File: config.mk
export PLATFORM = sky130hd
export DESIGN_NAME = pulse_period_monitor
export DESIGN_NICKNAME = d
export VERILOG_FILES = /design/src/rtl/pulse_period_monitor.sv
export SDC_FILE = /design/constraint.sdc
export NUM_CORES = 1
export LEC_CHECK = 0
export CORE_MARGIN = 10
export CORE_UTILIZATION = 40
export CTS_CLUSTER_SIZE = 16
export DETAILED_ROUTE_END_ITERATION = 10
export HOLD_SLACK_MARGIN = 0.08
export PLACE_DENSITY_LB_ADDON = 0.25
export SLEW_MARGIN = 10
export SYNTH_ARGS = -nofsm -noshare
export SYNTH_HDL_FRONTEND = slang
export SYNTH_SLANG_ARGS = --single-unit
File: constraint.sdc
create_clock -name clk -period 5.7 [get_ports clk]
set_input_delay 0.57 -clock clk [delete_from_list [all_inputs] [get_ports clk]]
set_output_delay 0.57 -clock clk [all_outputs]
set_load 0.1 [all_outputs]
File: src/rtl/pulse_period_monitor.sv
// Pulse period statistics downstream of the correlator: moving average, min/max/last
// period, latest phase, missing-pulse timeout, one record per pulse on valid/ready.
module pulse_period_monitor #(
   parameter int PERIOD_W   = 21,
   parameter int PHASE_W    = 10,
   parameter int AVG_LOG2   = 3,
   parameter int CNT_W      = 16,
   parameter int TIMEOUT_US = 2000000
) (
   input  logic                clk,
   input  logic                rst_n,
   input  logic                time_point,
   input  logic [PERIOD_W-1:0] period,
   input  logic                phase_mark,
   input  logic [PHASE_W-1:0]  phase_time,
   input  logic                out_ready,
   output logic                out_valid,
   output logic [PERIOD_W-1:0] last_period,
   output logic [PERIOD_W-1:0] avg_period,
   output logic [PERIOD_W-1:0] min_period,
   output logic [PERIOD_W-1:0] max_period,
   output logic [PHASE_W-1:0]  last_phase,
   output logic [CNT_W-1:0]    pulse_count,
   output logic                locked,
   output logic                timeout,
   output logic                overrun
);

   localparam int DEPTH = 1 << AVG_LOG2;
   localparam int SUM_W = PERIOD_W + AVG_LOG2;
   localparam logic [AVG_LOG2:0]   FILL_FULL = (AVG_LOG2+1)'(DEPTH);
   localparam logic [PERIOD_W-1:0] GAP_LIMIT = PERIOD_W'(TIMEOUT_US);
   localparam logic [PERIOD_W-1:0] GAP_LAST  = PERIOD_W'(TIMEOUT_US - 1);

   logic [PERIOD_W-1:0] win_q [DEPTH];
   logic [SUM_W-1:0]    sum_q, sum_d;
   logic [AVG_LOG2:0]   fill_q, fill_d;
   logic [AVG_LOG2-1:0] wrPtr_q, wrPtr_d;
   logic [PERIOD_W-1:0] gap_q, gap_d;
   logic                skipNext_q, skipNext_d;
   logic                pend_q, pend_d;
   logic [PERIOD_W-1:0] statMin_q, statMin_d, statMax_q, statMax_d, statLast_q, statLast_d;
   logic [CNT_W-1:0]    statCount_q, statCount_d;
   logic                outValid_q, outValid_d;
   logic [PERIOD_W-1:0] lastOut_q, lastOut_d, avgOut_q, avgOut_d;
   logic [PERIOD_W-1:0] minOut_q, minOut_d, maxOut_q, maxOut_d;
   logic [CNT_W-1:0]    countOut_q, countOut_d;
   logic                locked_q, locked_d, timeout_q, timeout_d, overrun_q, overrun_d;
   logic [PHASE_W-1:0]  lastPhase_q, lastPhase_d;
   logic                markPrev_q;

   logic                accept, gapHit, windowFull, xfer, phaseFall;
   logic [PERIOD_W-1:0] oldEntry;

   assign accept     = time_point && (period != '0) && !skipNext_q;
   assign gapHit     = !time_point && (gap_q == GAP_LAST);
   assign windowFull = (fill_q == FILL_FULL);
   assign xfer       = outValid_q && out_ready;
   assign phaseFall  = markPrev_q && !phase_mark;
   // Stale RAM entries after a timeout must not be subtracted while refilling.
   assign oldEntry   = windowFull ? win_q[wrPtr_q] : '0;

   always_comb begin
      sum_d       = sum_q;
      fill_d      = fill_q;
      wrPtr_d     = wrPtr_q;
      gap_d       = gap_q;
      skipNext_d  = skipNext_q;
      pend_d      = 1'b0;
      statMin_d   = statMin_q;
      statMax_d   = statMax_q;
      statLast_d  = statLast_q;
      statCount_d = statCount_q;
      outValid_d  = outValid_q;
      lastOut_d   = lastOut_q;
      avgOut_d    = avgOut_q;
      minOut_d    = minOut_q;
      maxOut_d    = maxOut_q;
      countOut_d  = countOut_q;
      locked_d    = locked_q;
      timeout_d   = timeout_q;
      overrun_d   = overrun_q;
      lastPhase_d = phaseFall ? phase_time : lastPhase_q;

      if (time_point) begin
         gap_d     = '0;
         timeout_d = 1'b0;
         if (skipNext_q) skipNext_d = 1'b0;
      end else if (gap_q != GAP_LIMIT) begin
         gap_d = gap_q + 1'b1;
      end

      if (accept) begin
         sum_d       = sum_q + SUM_W'(period) - SUM_W'(oldEntry);
         wrPtr_d     = wrPtr_q + 1'b1;
         fill_d      = windowFull ? fill_q : fill_q + 1'b1;
         statMin_d   = (period < statMin_q) ? period : statMin_q;
         statMax_d   = (period > statMax_q) ? period : statMax_q;
         statLast_d  = period;
         statCount_d = (statCount_q == '1) ? statCount_q : statCount_q + 1'b1;
         pend_d      = 1'b1;
      end

      // A landing record is presented whether or not the previous one was taken.
      if (pend_q) begin
         outValid_d = 1'b1;
         if (xfer)            overrun_d = 1'b0;
         else if (outValid_q) overrun_d = 1'b1;
         lastOut_d  = statLast_q;
         minOut_d   = statMin_q;
         maxOut_d   = statMax_q;
         countOut_d = statCount_q;
         avgOut_d   = windowFull ? sum_q[SUM_W-1:AVG_LOG2] : '0;
         locked_d   = windowFull;
      end else if (xfer) begin
         outValid_d = 1'b0;
         overrun_d  = 1'b0;
      end

      if (gapHit) begin
         timeout_d  = 1'b1;
         skipNext_d = 1'b1;
         sum_d      = '0;
         fill_d     = '0;
         wrPtr_d    = '0;
         statMin_d  = '1;
         statMax_d  = '0;
         minOut_d   = '1;
         maxOut_d   = '0;
         avgOut_d   = '0;
         locked_d   = 1'b0;
      end
   end

   always_ff @(posedge clk or negedge rst_n) begin
      if (!rst_n) begin
         for (int i = 0; i < DEPTH; i++) win_q[i] <= '0;
      end else if (accept) begin
         win_q[wrPtr_q] <= period;
      end
   end

   always_ff @(posedge clk or negedge rst_n) begin
      if (!rst_n) begin
         sum_q       <= '0;
         fill_q      <= '0;
         wrPtr_q     <= '0;
         gap_q       <= '0;
         skipNext_q  <= 1'b0;
         pend_q      <= 1'b0;
         statMin_q   <= '1;
         statMax_q   <= '0;
         statLast_q  <= '0;
         statCount_q <= '0;
         outValid_q  <= 1'b0;
         lastOut_q   <= '0;
         avgOut_q    <= '0;
         minOut_q    <= '1;
         maxOut_q    <= '0;
         countOut_q  <= '0;
         locked_q    <= 1'b0;
         timeout_q   <= 1'b0;
         overrun_q   <= 1'b0;
         lastPhase_q <= '0;
         markPrev_q  <= 1'b0;
      end else begin
         sum_q       <= sum_d;
         fill_q      <= fill_d;
         wrPtr_q     <= wrPtr_d;
         gap_q       <= gap_d;
         skipNext_q  <= skipNext_d;
         pend_q      <= pend_d;
         statMin_q   <= statMin_d;
         statMax_q   <= statMax_d;
         statLast_q  <= statLast_d;
         statCount_q <= statCount_d;
         outValid_q  <= outValid_d;
         lastOut_q   <= lastOut_d;
         avgOut_q    <= avgOut_d;
         minOut_q    <= minOut_d;
         maxOut_q    <= maxOut_d;
         countOut_q  <= countOut_d;
         locked_q    <= locked_d;
         timeout_q   <= timeout_d;
         overrun_q   <= overrun_d;
         lastPhase_q <= lastPhase_d;
         markPrev_q  <= phase_mark;
      end
   end

   assign out_valid   = outValid_q;
   assign last_period = lastOut_q;
   assign avg_period  = avgOut_q;
   assign min_period  = minOut_q;
   assign max_period  = maxOut_q;
   assign last_phase  = lastPhase_q;
   assign pulse_count = countOut_q;
   assign locked      = locked_q;
   assign timeout     = timeout_q;
   assign overrun     = overrun_q;

endmodule

---- Word level (Yosys, flattened, before mapping) ----
Cells that the tools add are included.
Widths: inputs -> output; s select.
word-level totals
  bits in latches ......................... 0
  register bits ........................... 415
  input bits .............................. 36
  word-level logic and storage cells ...... 107
  memories ................................ 0
  memory bits (writable) .................. 0
  ROM bits ................................ 0
operators by class
  $mul .................................... 0
  eq/ne operators ......................... 5
  bitwise gates (word level) .............. 2
  $add $sub $neg .......................... 6
  reductions and logical operators ........ 23
  $lt $le $gt $ge ......................... 4
  shifts and indexed selects .............. 0
  div/mod/pow operators ................... 0
  multiplexer cells ....................... 39
operator list
  operator               count
  $mux 21                19
  $bwmux 168             1
  $bmux 21 s3            1
  $demux 21 s3           1
  $mux 24                2
  $add 24x21->24         1
  $sub 24x21->24         1
  $add 21x1->21 const B  1
  $eq 21x21->1 const B   1
  $gt 21x21->1           1
  $lt 21x21->1           1
  $ne 21x21->1 const B   1
  $reduce_bool 21->1     1
  $add 16x1->16 const B  1
  $eq 16x16->1 const B   1
  $reduce_bool 2->1      8
  $mux 4                 3
  $mux 1                 10
  $reduce_and 2->1       5
  $logic_and 1x1->1      6
  $mux 3                 2
  $add 4x1->4 const B    1
  $eq 4x4->1 const B     1
  $ge 4x4->1 const B     1
  other kinds (6)        8

---- Logic depth before layout (Yosys ltp) ----
  depth in word-level cells ............... 8
  mapped depth ............................ 19
  gate-level depth less buffers ........... 17

---- Least setup slack after synthesis ----
OpenSTA, ideal clock, no wires.
  path kind ............................... register -> register
  start point ............................. reg wrPtr_q[1]
  end point ............................... reg sum_q[20]
  path slack .............................. 1.396 ns
  data required time ...................... 5.579 ns
  cell stages (with the launch flop) ...... 18
  library setup time ...................... 0.121 ns
  clock period less this slack ............ 4.304 ns
  arrival time ............................ 4.183 ns
  cells stage by stage .................... dfrtp_1 > clkbuf_1 > nor3b_1 > clkbuf_1 > clkbuf_1 > a22oi_1 > a31oi_1 > fa_1 > inv_1 > ha_1 > nor2b_1 > o31a_1 > o31a_1 > a41o_1 > a31oi_1 > o31ai_1 > xor2_1 > a22o_1
between the ends
  word-level cells in the longest chain between the ends .. 8
ends and longest elaborated chain
  element                                      RTL line  RTL
  start: declaration                           38        logic [AVG_LOG2-1:0] wrPtr_q, wrPtr_d;
  start signal: assignment                     169       wrPtr_q <= wrPtr_d;
  $not 3->4 (not written as such)              61        assign oldEntry = windowFull ? win_q[wrPtr_q] : '0;
  $bmux 21 s3                                  61
  $mux 21 (not written as such) (2 in series)  61
  $mux 21                                      61
  $sub 24x21->24                               94        sum_d = sum_q + SUM_W'(period) - SUM_W'(oldEntry);
  $mux 24                                      93        if (accept) begin
  $mux 24                                      120       if (gapHit) begin
  end signal: assignment                       167       sum_q <= sum_d;
  end: declaration                             36        logic [SUM_W-1:0] sum_q, sum_d;
No other way between the ends. The select of a mux whose other input is x is not followed.
A chain may end at the register's enable or synchronous reset.

---- Worst setup path in the final report ----
  start point ............................. reg wrPtr_q[2]
  end point ............................... reg sum_q[16]
The elaborated chain is that of the path after synthesis.

==> run_results.csv <==
group,metric,value,unit
sta,finalSetupViolations,0,
power,powerDensity,605,mW/mm^2
floorplanning,ioPinCount,150,
synth,syn-num-nets,1960,
final_layout,num_antenna_cells,0,
global_route,grt_util_met3,4.13,%
drt,drtPass1Iterations,5,
worst_setup_path,worstPathArrival,5.07,ns
power,combPwrFrac,43.5,%
global_route,grt_max_degree,145,
outcome,outcome,"finished, final reports clean",
clocking,cts_root_buf,"clkbuf_16",
final_layout,fill_cells,4375,
place,hpwl,33.6,mm
global_route,grt_pass1_vias,14300,
synth,ys_types,58,
drt,wl_per_cell,19.0,um
synth,synth_top_area_share,48.0,%
final_layout,multiInputGateArea,0.00818,mm^2
power,p_sw,6.02,mW
worst_setup_path,r2r_start,"wrPtr_q[2]",
power,power.internal,8.05,mW
floorplanning,start_util,40.6,%
hold_path,holdCritStartpoint,"phase_mark",
global_route,grt_util_met1,23.3,%
sta,timing.final.crit_period,4.59,ns
clocking,ctsHtreeMaxLevel,2,
sta,setup_tns,0,ns
sta,skew,0.0214,ns
floorplanning,die_h,241,um
worst_setup_path,cp_slowest_cell,"dfrtp_1",
drt,antenna_left,0,
synth,synth.most_common_cell,"dfrtp_1",
sta,hold_violations,0,
clocking,clock_path_buffers,3,
hold_path,hp-class,"input pin to flop",
synth,async_flop_share,100,%
drt,wl,49.8,mm
sta,worst_pin_slew,1.05,ns
drt,num_vias,14000,
worst_setup_path,cpPeakStageDelay,0.52,ns
clocking,clock_sinks,415,
drt,drt_iter0_drc,1008,
sta,clock.fmax,218,MHz
clocking,post-cts-setup-buffers,0,
flow_run,drv_cap,0,
synth,ys.flop_type,"dfrtp_1",
global_route,grt_usage,17.5,%
worst_setup_path,cp-end-kind,"flop",
drt,viasPerCell,5.37,
sta,slew_headroom,30.1,%
floorplanning,rows,80,
clocking,cts_tree,"done",
synth,yosys_warnings,0,
final_layout,post-route-util,48.5,%
power,peakVddDrop,537,uV
synth,synth_area,0.0195,mm^2
worst_setup_path,required,6.18,ns
global_route,grt-ovfl-total,0,
worst_setup_path,start_kind,"flop",
global_route,busiest_layer,"met2",
power,clock_power_share,21.7,%
worst_setup_path,critPathMaxFanout,9,
synth,synth_common_cells,"373 x dfrtp_1, 257 x nand2_1, 180 x o21ai_1",
worst_setup_path,criticalPathCategory,"flop to flop",
worst_setup_path,path_cells,"nor3b_2, buf_4, a22o_1, a221oi_1, a31oi_1, fa_1, fa_1, nor2b_1, o31a_1, o31a_1, a41o_1, a31oi_1, o41ai_1, xor2_1, a22o_1",
sta,rsz0062_at_grt,"no",
final_layout,regArea,0.0104,mm^2
clocking,cts_buffers,46,
floorplanning,core,0.0479,mm^2
place,dpl.cell_count,2531,
clocking,clk_latency,0.59,ns
synth,ys_seq_elements,415,
power,switching_share,42.8,%
synth,synth_top_area_cell,"dfrtp_1",
sta,slew_viol_final,0,
synth,syn_area_per_cell,10.6,um^2
place,io_buffer_count,149,
synth,ys_seq_area_share,53.7,%
drt,drc,0,
synth,synth_edf_count,0,
final_layout,fin_cells,2617,
synth,synthCells,1832,
global_route,grt_pass1_wl,80.6,mm
synth,ys_top_cells_by_area,"dfrtp_1 48%, dfstp_2 5.7%, nand2_1 5.0%, o21ai_1 4.6%, ha_1 4.6%",
clocking,post_cts_resized,0,
global_route,met2_usage,27.8,%
final_layout,area_growth,19.5,%
clocking,path_clk_slew,0.06,ns
floorplanning,die_x,241,um
final_layout,nNetsFinal,2093,
place,gp_congestion,0.863,
sta,hold_ws,0.464,ns
clocking,hold_buffers,1,
power,p_leak,10.8,nW
floorplanning,die_area,0.0578,mm^2
sta,fin_crit_sh,80.6,%
power,power_frac_seq,34.8,%
worst_setup_path,cp-startpoint,"wrPtr_q[2]",
final_layout,drive_above_1_share,10.7,%
global_route,antenna_found_initial,1,
routing by layer:
layer / share of wire (%) / vias up
met5: 0 / -
met4: 2.2 / 0
met3: 6.7 / 74
met2: 46 / 354
met1: 45 / 6949
li1: - / 6667
critical path: cells and delay by family (launching register included):
kind | cells | cell delay [ns]
flops | 1 | 0.52
buf+inv | 1 | 0.26
simple gates | 2 | 0.69
fa+ha+maj | 2 | 0.98
xor+xnor | 1 | 0.11
compound gates | 9 | 1.95
cells in the final DEF (no fill, tap or decap), drive strengths merged, types with 23 or more instances in the layout:
cell type and count:
mux2i 83, dfrtp 373, nand4 23, mux2 71, a21oi 42, a31oi 26
nor2 82, ha 71, o21ai 195, clkbuf 72, buf 33, a22o 66
xnor2 31, a22oi 42, nand2 257, inv 144, nand3 25, dfstp 42
clkdlybuf4s50 148
cell families after synthesis:
family / share of synthesized area (%)
mux: 8.38
xor+xnor: 2.34
flops: 53.7
compound gates: 14.4
buf+inv: 4.66
fa+ha+maj: 6.73
simple gates: 9.86
power groups by stage:
stage                     registers (mW)  logic [mW]  clock network, mW
after global routing                5.04        6.70               3.25
after floorplan                     6.38        3.04                  0
after detailed placement            4.94        6.11                  0
after CTS                           4.90        6.13               3.13
after global placement              4.91        6.00                  0
final                               4.90        6.12               3.05
metrics by stage:
step	area (um^2)	setup slack, ns	total power, mW
floorplan	19500	1.40	9.42
global placement	21700	1.21	10.9
detailed placement	21700	1.16	11.0
CTS	23300	1.15	14.2
global route	23300	0.820	15.0
finish	23300	1.11	14.1
path summary, 6_finish.rpt:
| check | depth (start not counted) | end | slack, ns |
|---|---|---|---|
| setup reg to reg | 15 | sum_q[16] | 1.11 |
| hold reg to reg | 1 | avg_period[20] | 0.47 |
| max in group asynchronous | 3 | last_period[0] | 3.77 |
| setup / recovery | 15 | sum_q[16] | 1.11 |
| hold / removal | 1 | markPrev_q | 0.46 |
| min in group asynchronous | 2 | last_phase[2] | 0.61 |
final cells by class:
type / instances / share of cell area (%)
multi-input cells: 1178 / 35.2
well taps: 615 / 3.31
clock inverters: 13 / 0.899
clock buffers: 72 / 5.80
inverters: 142 / 2.29
flip-flops and latches: 415 / 44.9
repair buffers: 182 / 7.62
sequential cells by signal (all words and copies together) (netlist names), 3 cells and up:
signal and cells:
win_q 168, sum_q 24, avg_period 21, gap_q 21, last_period 21, max_period 21, min_period 21, statLast_q 21
statMax_q 21, statMin_q 21, pulse_count 16, statCount_q 16, last_phase 10, fill_q 4, wrPtr_q 3
(Power assumes the default switching activity.)
